File: src/rtl/stone_renderer_pkg.sv
// Shared game package: item-word field layout, item type codes, display
// colours and the renderer state encoding. The rope controllers decode the
// same item words, so field positions live here rather than in any one block.
package stone_renderer_pkg;

  // Item word field positions
  localparam int ITEM_X_MSB       = 31;
  localparam int ITEM_X_LSB       = 23;
  localparam int ITEM_Y_MSB       = 18;
  localparam int ITEM_Y_LSB       = 11;
  localparam int ITEM_TYPE_MSB    = 3;
  localparam int ITEM_TYPE_LSB    = 2;
  localparam int ITEM_VISIBLE_BIT = 1;
  localparam int ITEM_HOOKED_BIT  = 0;

  // Item type codes (2'b11 is drawn as a diamond too)
  localparam logic [1:0] TYPE_STONE   = 2'b00;
  localparam logic [1:0] TYPE_GOLD    = 2'b01;
  localparam logic [1:0] TYPE_DIAMOND = 2'b10;

  // Display colours
  localparam logic [2:0] COLOUR_STONE   = 3'b111;
  localparam logic [2:0] COLOUR_GOLD    = 3'b110;
  localparam logic [2:0] COLOUR_DIAMOND = 3'b011;

  typedef enum logic [2:0] {
    IDLE,
    FETCH_ADDR,
    FETCH_WAIT,
    FETCH_LATCH,
    DECIDE,
    PLOT,
    NEXT,
    DONE
  } state_t;

  function automatic logic [2:0] typeColour(input logic [1:0] itemType);
    logic [2:0] c;
    case (itemType)
      TYPE_STONE: c = COLOUR_STONE;
      TYPE_GOLD:  c = COLOUR_GOLD;
      default:    c = COLOUR_DIAMOND;
    endcase
    return c;
  endfunction

endpackage

File: src/rtl/stone_renderer.sv
// Stone renderer: on a start request walks item slots 0..quantity-1, fetches
// each item word from the shared item RAM and, for visible items, draws a
// SPRITE x SPRITE square with its four corners knocked off, clipped to the
// screen.
// Ports:
//   clock, resetn          system clock, synchronous active-low reset
//   start                  single-cycle frame request (ignored while busy)
//   quantity[3:0]          number of item slots, sampled on accepted start
//   data[31:0]             item RAM read data, valid one clock after address
//   draw_stone_flag        RAM read-port ownership request (address = draw_index)
//   draw_index[3:0]        item slot currently being fetched/drawn
//   vga_x, vga_y, colour   pixel coordinates and colour
//   plot                   pixel write strobe
//   busy, done             render in progress / single-cycle completion pulse
module stone_renderer
  import stone_renderer_pkg::*;
#(
  parameter int SPRITE   = 16,
  parameter int SCREEN_W = 320,
  parameter int SCREEN_H = 240
) (
  input  logic        clock,
  input  logic        resetn,
  input  logic        start,
  input  logic [3:0]  quantity,
  input  logic [31:0] data,
  output logic        draw_stone_flag,
  output logic [3:0]  draw_index,
  output logic [8:0]  vga_x,
  output logic [7:0]  vga_y,
  output logic [2:0]  colour,
  output logic        plot,
  output logic        busy,
  output logic        done
);

  localparam int            CW   = $clog2(SPRITE);
  localparam logic [CW-1:0] LAST = CW'(SPRITE - 1);
  localparam logic [9:0]    XLIM = 10'(SCREEN_W);
  localparam logic [8:0]    YLIM = 9'(SCREEN_H);

  state_t        r_state, w_next;
  logic [CW-1:0] r_row, r_col, w_nextRow, w_nextCol;
  logic [3:0]    r_quantity, r_index;
  logic [8:0]    r_itemX;
  logic [7:0]    r_itemY;
  logic [1:0]    r_itemType;
  logic          r_itemVisible;
  logic          r_flag, r_busy, r_done, r_plot;
  logic [8:0]    r_vgaX;
  logic [7:0]    r_vgaY;
  logic [2:0]    r_colour;
  logic [9:0]    w_sumX;
  logic [8:0]    w_sumY;
  logic          w_corner, w_pixOn, w_lastItem;
  logic          w_unusedData;

  // Bits of the item word this block has no use for (hooked does not
  // suppress drawing).
  assign w_unusedData = ^{data[22:19], data[10:4], data[ITEM_HOOKED_BIT]};

  assign w_lastItem = ({1'b0, r_index} + 5'd1) >= {1'b0, r_quantity};

  always_ff @(posedge clock) begin
    if (!resetn) r_state <= IDLE;
    else         r_state <= w_next;
  end

  // Next state plus next sprite row/col; col runs fastest.
  always_comb begin
    w_next    = r_state;
    w_nextRow = r_row;
    w_nextCol = r_col;
    case (r_state)
      IDLE:        if (start) w_next = (quantity == 4'd0) ? DONE : FETCH_ADDR;
      FETCH_ADDR:  w_next = FETCH_WAIT;
      FETCH_WAIT:  w_next = FETCH_LATCH;
      FETCH_LATCH: w_next = DECIDE;
      DECIDE: begin
        if (r_itemVisible) begin
          w_next    = PLOT;
          w_nextRow = '0;
          w_nextCol = '0;
        end else begin
          w_next = NEXT;
        end
      end
      PLOT: begin
        if (r_col == LAST) begin
          w_nextCol = '0;
          if (r_row == LAST) begin
            w_next    = NEXT;
            w_nextCol = r_col;
          end else begin
            w_nextRow = r_row + 1'b1;
          end
        end else begin
          w_nextCol = r_col + 1'b1;
        end
      end
      NEXT:    w_next = w_lastItem ? DONE : FETCH_ADDR;
      DONE:    w_next = IDLE;
      default: w_next = IDLE;
    endcase
  end

  // Pixel for the coordinates about to be registered; sums are kept one bit
  // wider than the screen coordinate so right/bottom overflow clips instead
  // of wrapping.
  always_comb begin
    w_sumX   = {1'b0, r_itemX} + {{(10 - CW){1'b0}}, w_nextCol};
    w_sumY   = {1'b0, r_itemY} + {{(9 - CW){1'b0}}, w_nextRow};
    w_corner = ((w_nextRow == '0) || (w_nextRow == LAST)) &&
               ((w_nextCol == '0) || (w_nextCol == LAST));
    w_pixOn  = (w_next == PLOT) && !w_corner && (w_sumX < XLIM) && (w_sumY < YLIM);
  end

  // Datapath and registered outputs, all derived from the next state so each
  // output lines up with the state it belongs to.
  always_ff @(posedge clock) begin
    if (!resetn) begin
      r_row         <= '0;
      r_col         <= '0;
      r_quantity    <= '0;
      r_index       <= '0;
      r_itemX       <= '0;
      r_itemY       <= '0;
      r_itemType    <= '0;
      r_itemVisible <= 1'b0;
      r_flag        <= 1'b0;
      r_busy        <= 1'b0;
      r_done        <= 1'b0;
      r_plot        <= 1'b0;
      r_vgaX        <= '0;
      r_vgaY        <= '0;
      r_colour      <= '0;
    end else begin
      r_row <= w_nextRow;
      r_col <= w_nextCol;
      if (r_state == IDLE && start) begin
        r_quantity <= quantity;
        r_index    <= '0;
      end
      if (r_state == NEXT && !w_lastItem) r_index <= r_index + 4'd1;
      if (r_state == FETCH_LATCH) begin
        r_itemX       <= data[ITEM_X_MSB:ITEM_X_LSB];
        r_itemY       <= data[ITEM_Y_MSB:ITEM_Y_LSB];
        r_itemType    <= data[ITEM_TYPE_MSB:ITEM_TYPE_LSB];
        r_itemVisible <= data[ITEM_VISIBLE_BIT];
      end
      r_flag <= (w_next == FETCH_ADDR) || (w_next == FETCH_WAIT) || (w_next == FETCH_LATCH);
      r_busy <= (w_next != IDLE);
      r_done <= (w_next == DONE);
      r_plot <= w_pixOn;
      if (w_next == PLOT) begin
        r_vgaX   <= w_sumX[8:0];
        r_vgaY   <= w_sumY[7:0];
        r_colour <= typeColour(r_itemType);
      end
    end
  end

  assign draw_stone_flag = r_flag;
  assign draw_index      = r_index;
  assign vga_x           = r_vgaX;
  assign vga_y           = r_vgaY;
  assign colour          = r_colour;
  assign plot            = r_plot;
  assign busy            = r_busy;
  assign done            = r_done;

endmodule

File: config.mk
export PLATFORM = sky130hd
export DESIGN_NAME = stone_renderer
export DESIGN_NICKNAME = d
export VERILOG_FILES = /design/src/rtl/stone_renderer_pkg.sv /design/src/rtl/stone_renderer.sv
export SDC_FILE = /design/constraint.sdc
export NUM_CORES = 1
export LEC_CHECK = 0
export ABC_AREA = 1
export CAP_MARGIN = 30
export CORE_MARGIN = 2
export CORE_UTILIZATION = 50
export DETAILED_ROUTE_END_ITERATION = 8
export GPL_ROUTABILITY_DRIVEN = 0
export HOLD_SLACK_MARGIN = 0.08
export PLACE_DENSITY = 0.78
export SYNTH_ARGS = -nofsm -noshare
export SYNTH_HDL_FRONTEND = slang
export SYNTH_SLANG_ARGS = --single-unit
File: constraint.sdc
create_clock -name clock -period 3 [get_ports clock]
set_input_delay 0.3 -clock clock [delete_from_list [all_inputs] [get_ports clock]]
set_output_delay 0.3 -clock clock [all_outputs]
set_load 0.005 [all_outputs]
==> flow_summary.yaml <==
outcome:
  outcome: "completed"
clocking:
  cts-root-buf: "clkbuf_8"
  numCtsBuffers: 9
  cts_tree: "built"
  h-tree-depth: 3
  clk_path_buf_depth: 2
  postCtsSetupBuffers: 0
  cts.clk_slew.worst_paths_ns: 0.08
  cts_hold_buf: 0
  clock_latency_ns: 0.35
  clock-sinks: 63
  ctsResizeCount: 0
worst_setup_path:
  crit_arrival_ns: 3.07
  cp_max_fo: 6
  start_kind: "flip-flop"
  worst-r2r-setup-slack_ns: 0.23
  worstReg2RegEnd: "plot$_SDFF_PN0_"
  reg2reg_from: "r_col[0]$_SDFF_PN0_"
  cp_data_required_time_ns: 3.30
  reg2reg_depth: 17
  endpoint_kind: "flip-flop"
  critical_path_class: "reg -> reg"
power_and_ir_drop:
  p_clk_frac: 0.315
  ir_drop_v: 0.0003432
  p_switching_w: 0.0008388
  totalPowerFinal_w: 0.002599
  intPower_w: 0.001760
  p_comb_frac: 0.267
  p_leak_nw: 1.766
  p_seq_frac: 0.418
  switching_share: 0.3228
  power.density_nw_per_um2: 636.6
sta:
  period_share: 0.9225
  max_freq_mhz: 361.3
  tightest_slew_ns: 0.7775
  period_needed_ns: 2.767
  drv_slew: 0
  setup_ws_ns: 0.2325
  hold_viol: 0
  skew_ns: 0.008469
  finalSetupViolations: 0
  grt_setup_unrepaired: "no"
  hold_ws_ns: 0.4317
  slew_headroom: 0.4811
  tns_ns: 0
synthesis:
  synth_area_um2: 3258
  ys_types: 33
  syn_nets: 496
  synth.avg_cell_area_um2: 7.405
  synthAdderAreaFrac: 0.06989
  synth.ff_latch_count: 63
  ys.warnings.count: 0
  synth-seq-area-share: 0.3871
  synth.area.mux_share: 0
  synth_simple_gate_area_frac: 0.2823
  synth_top_family_by_area: "simple AND/OR/NAND/NOR gates"
  synth_cells: 440
  synth_compound_area_frac: 0.1455
  synth-xor-area-share: 0.04032
drt:
  drt_iter0_drc: 129
  via_count: 2975
  wl_met1_um: 3352
  met2_length_um: 3317
  drc: 0
  wl_per_cell_um: 12.55
  met3_length_um: 476
  final_antenna_net_count: 0
  wirelength_um: 7266
  via_per_inst: 5.138
  topRoutingLayerUsed: "met4"
  drtPass1Iterations: 4
floorplan:
  die_y_um: 84.73
  core.rowCount: 29
  initial_core_util: 0.5161
  die_area_um2: 7178
  io_pins: 67
  die_w_um: 84.73
  placeableCoreArea_um2: 6314
grt:
  grt_pass1_wl_um: 12430
  grt_max_degree: 34
  antenna_found_initial: 0
  grt_pass1_vias: 2835
  grt_usage: 0.2156
  gr-total-overflow: 0
min_path:
  holdPathStages: 1
  hold_start: "r_itemType[0]$_SDFFE_PN0P_"
  hold_path_class: "reg -> reg"
  min_to: "colour[0]$_SDFFE_PN0N_"
finish:
  multi_input_area_um2: 1759
  synthToLayoutAreaGrowth_pct: 25.31
  fill_cells: 570
  design_area_um2: 4083
  drive_gt1_frac: 0.1076
  insertedDiodeCount: 0
  regArea_um2: 1261
  nNetsFinal: 553
place:
  portBuffers: 54
  dp_slack_ns: 0.1167
  placed_area_um2: 3857
  dp.final_hpwl_um: 5276
flow_run:
  drv_cap: 0
cell families (layout without fill, tap and decap cells):
family | count (synthesis) | count (layout)
AND/OR/NAND/NOR | 199 | 199
XOR/XNOR | 15 | 15
flip-flops | 63 | 63
buffers and inverters | 58 | 120
adder cells (fa/ha/maj) | 17 | 17
AO/OA/AOI/OAI | 88 | 88
critical path: stages, from the launching register on:
cell     delay [ns]
dfxtp_1        0.40
ha_2           0.25
nand3_4        0.09
buf_4          0.17
nor2_4         0.12
nor2_2         0.06
nand2_2        0.07
nand2_2        0.07
ha_1           0.21
fa_1           0.40
nand3_1        0.09
nand3_1        0.14
nand2_1        0.11
xor2_1         0.24
nand2_1        0.09
nand2_1        0.06
nand2_1        0.06
nor2_2         0.09
layout by cell type (no fill, tap or decap), types with 4 or more instances in the layout:
cell type | synthesis | routed
nor2_1 | 62 | 62
clkbuf_8 | 0 | 9
dfxtp_1 | 63 | 63
a211oi_1 | 4 | 4
inv_1 | 39 | 39
nand4_1 | 11 | 11
ha_1 | 15 | 14
nand3_1 | 21 | 21
clkdlybuf4s50_1 | 0 | 54
xnor2_1 | 7 | 7
buf_4 | 0 | 4
o21ai_0 | 42 | 41
nand2_2 | 10 | 10
clkinv_2 | 3 | 5
a21oi_1 | 35 | 35
nor2_2 | 4 | 4
xor2_1 | 8 | 8
nand2_1 | 77 | 77
power by group through the flow:
stage	clock, W	sequential [W]	combinational [W]
6_report	0.000819	0.00109	0.000693
3_5_place_dp	0	0.00110	0.000692
2_1_floorplan	0	0.00109	0.000445
4_1_cts	0.000842	0.00109	0.000697
5_1_grt	0.000878	0.00111	0.000787
3_3_place_gp	0	0.00110	0.000680
synthesized netlist by cell type:
| cell | count | area [um2] |
|---|---|---|
| clkbuf_1 | 9 | 33.78 |
| nor2_1 | 62 | 232.7 |
| nand2_4 | 1 | 11.26 |
| nor2_2 | 4 | 25.02 |
| a211oi_1 | 4 | 30.03 |
| o211ai_1 | 3 | 22.52 |
| xnor2_1 | 7 | 61.31 |
| nand3_2 | 3 | 30.03 |
| nor3_1 | 2 | 10.01 |
| or2_2 | 1 | 6.260 |
| a21oi_2 | 1 | 8.760 |
| clkinv_1 | 1 | 3.750 |
| o21bai_1 | 2 | 15.01 |
| ha_1 | 15 | 187.7 |
| dfxtp_1 | 63 | 1261 |
| nand2_1 | 77 | 289.0 |
| fa_1 | 2 | 40.04 |
| nand4_1 | 11 | 68.82 |
| clkinv_2 | 3 | 15.01 |
| nand3_1 | 21 | 105.1 |
| inv_1 | 39 | 146.4 |
| xor2_1 | 8 | 70.07 |
| buf_6 | 3 | 33.78 |
| or2_4 | 1 | 8.760 |
| o211ai_2 | 1 | 12.51 |
| nand3_4 | 2 | 35.03 |
| or2_0 | 1 | 6.260 |
| nand2_2 | 10 | 62.56 |
| inv_2 | 3 | 11.26 |
| nor4_1 | 1 | 6.260 |
| o21ai_0 | 42 | 210.2 |
| nor2_4 | 2 | 22.52 |
| a21oi_1 | 35 | 175.2 |
layer usage:
metal  vias up  global-route usage
li1       1557                   -
met1      1328              0.2701
met2        79              0.3515
met3        11             0.06588
met4         0             0.07648
met5         -                   0
metrics by stage:
stage / util / std cells
CTS: 0.6457 / 579
finish: 0.6467 / 579
floorplan: - / 440
global placement: 0.6110 / 563
detailed placement: 0.6110 / 563
global route: 0.6467 / 579
layout make-up:
cell class,instances,area share
clock inverters,7,0.02329
flip-flops and latches,63,0.3089
inverters,46,0.04321
well taps,77,0.02360
multi-input cells,319,0.4309
repair buffers,58,0.1397
clock buffers,9,0.03034
worst max path at each step:
stage	from	end	slack, ns	cells after the start
floorplan	r_col[0]$_SDFF_PN0_	plot$_SDFF_PN0_	0.35	18
global placement	r_col[0]$_SDFF_PN0_	plot$_SDFF_PN0_	0.19	18
detailed placement	r_col[0]$_SDFF_PN0_	plot$_SDFF_PN0_	0.12	18
CTS	r_col[0]$_SDFF_PN0_	plot$_SDFF_PN0_	0.09	18
global route	r_col[0]$_SDFF_PN0_	plot$_SDFF_PN0_	0.01	17
finish	r_col[0]$_SDFF_PN0_	plot$_SDFF_PN0_	0.23	17
state kept, by name, summed over array words and instances (netlist names):
register,flops
busy,1
colour,3
done,1
draw_index,4
draw_stone_flag,1
plot,1
r_col,4
r_itemType,2
r_itemVisible,1
r_itemX,9
r_itemY,8
r_quantity,4
r_row,4
r_state,3
vga_x,9
vga_y,8
Power figures use the tool's default switching activity.
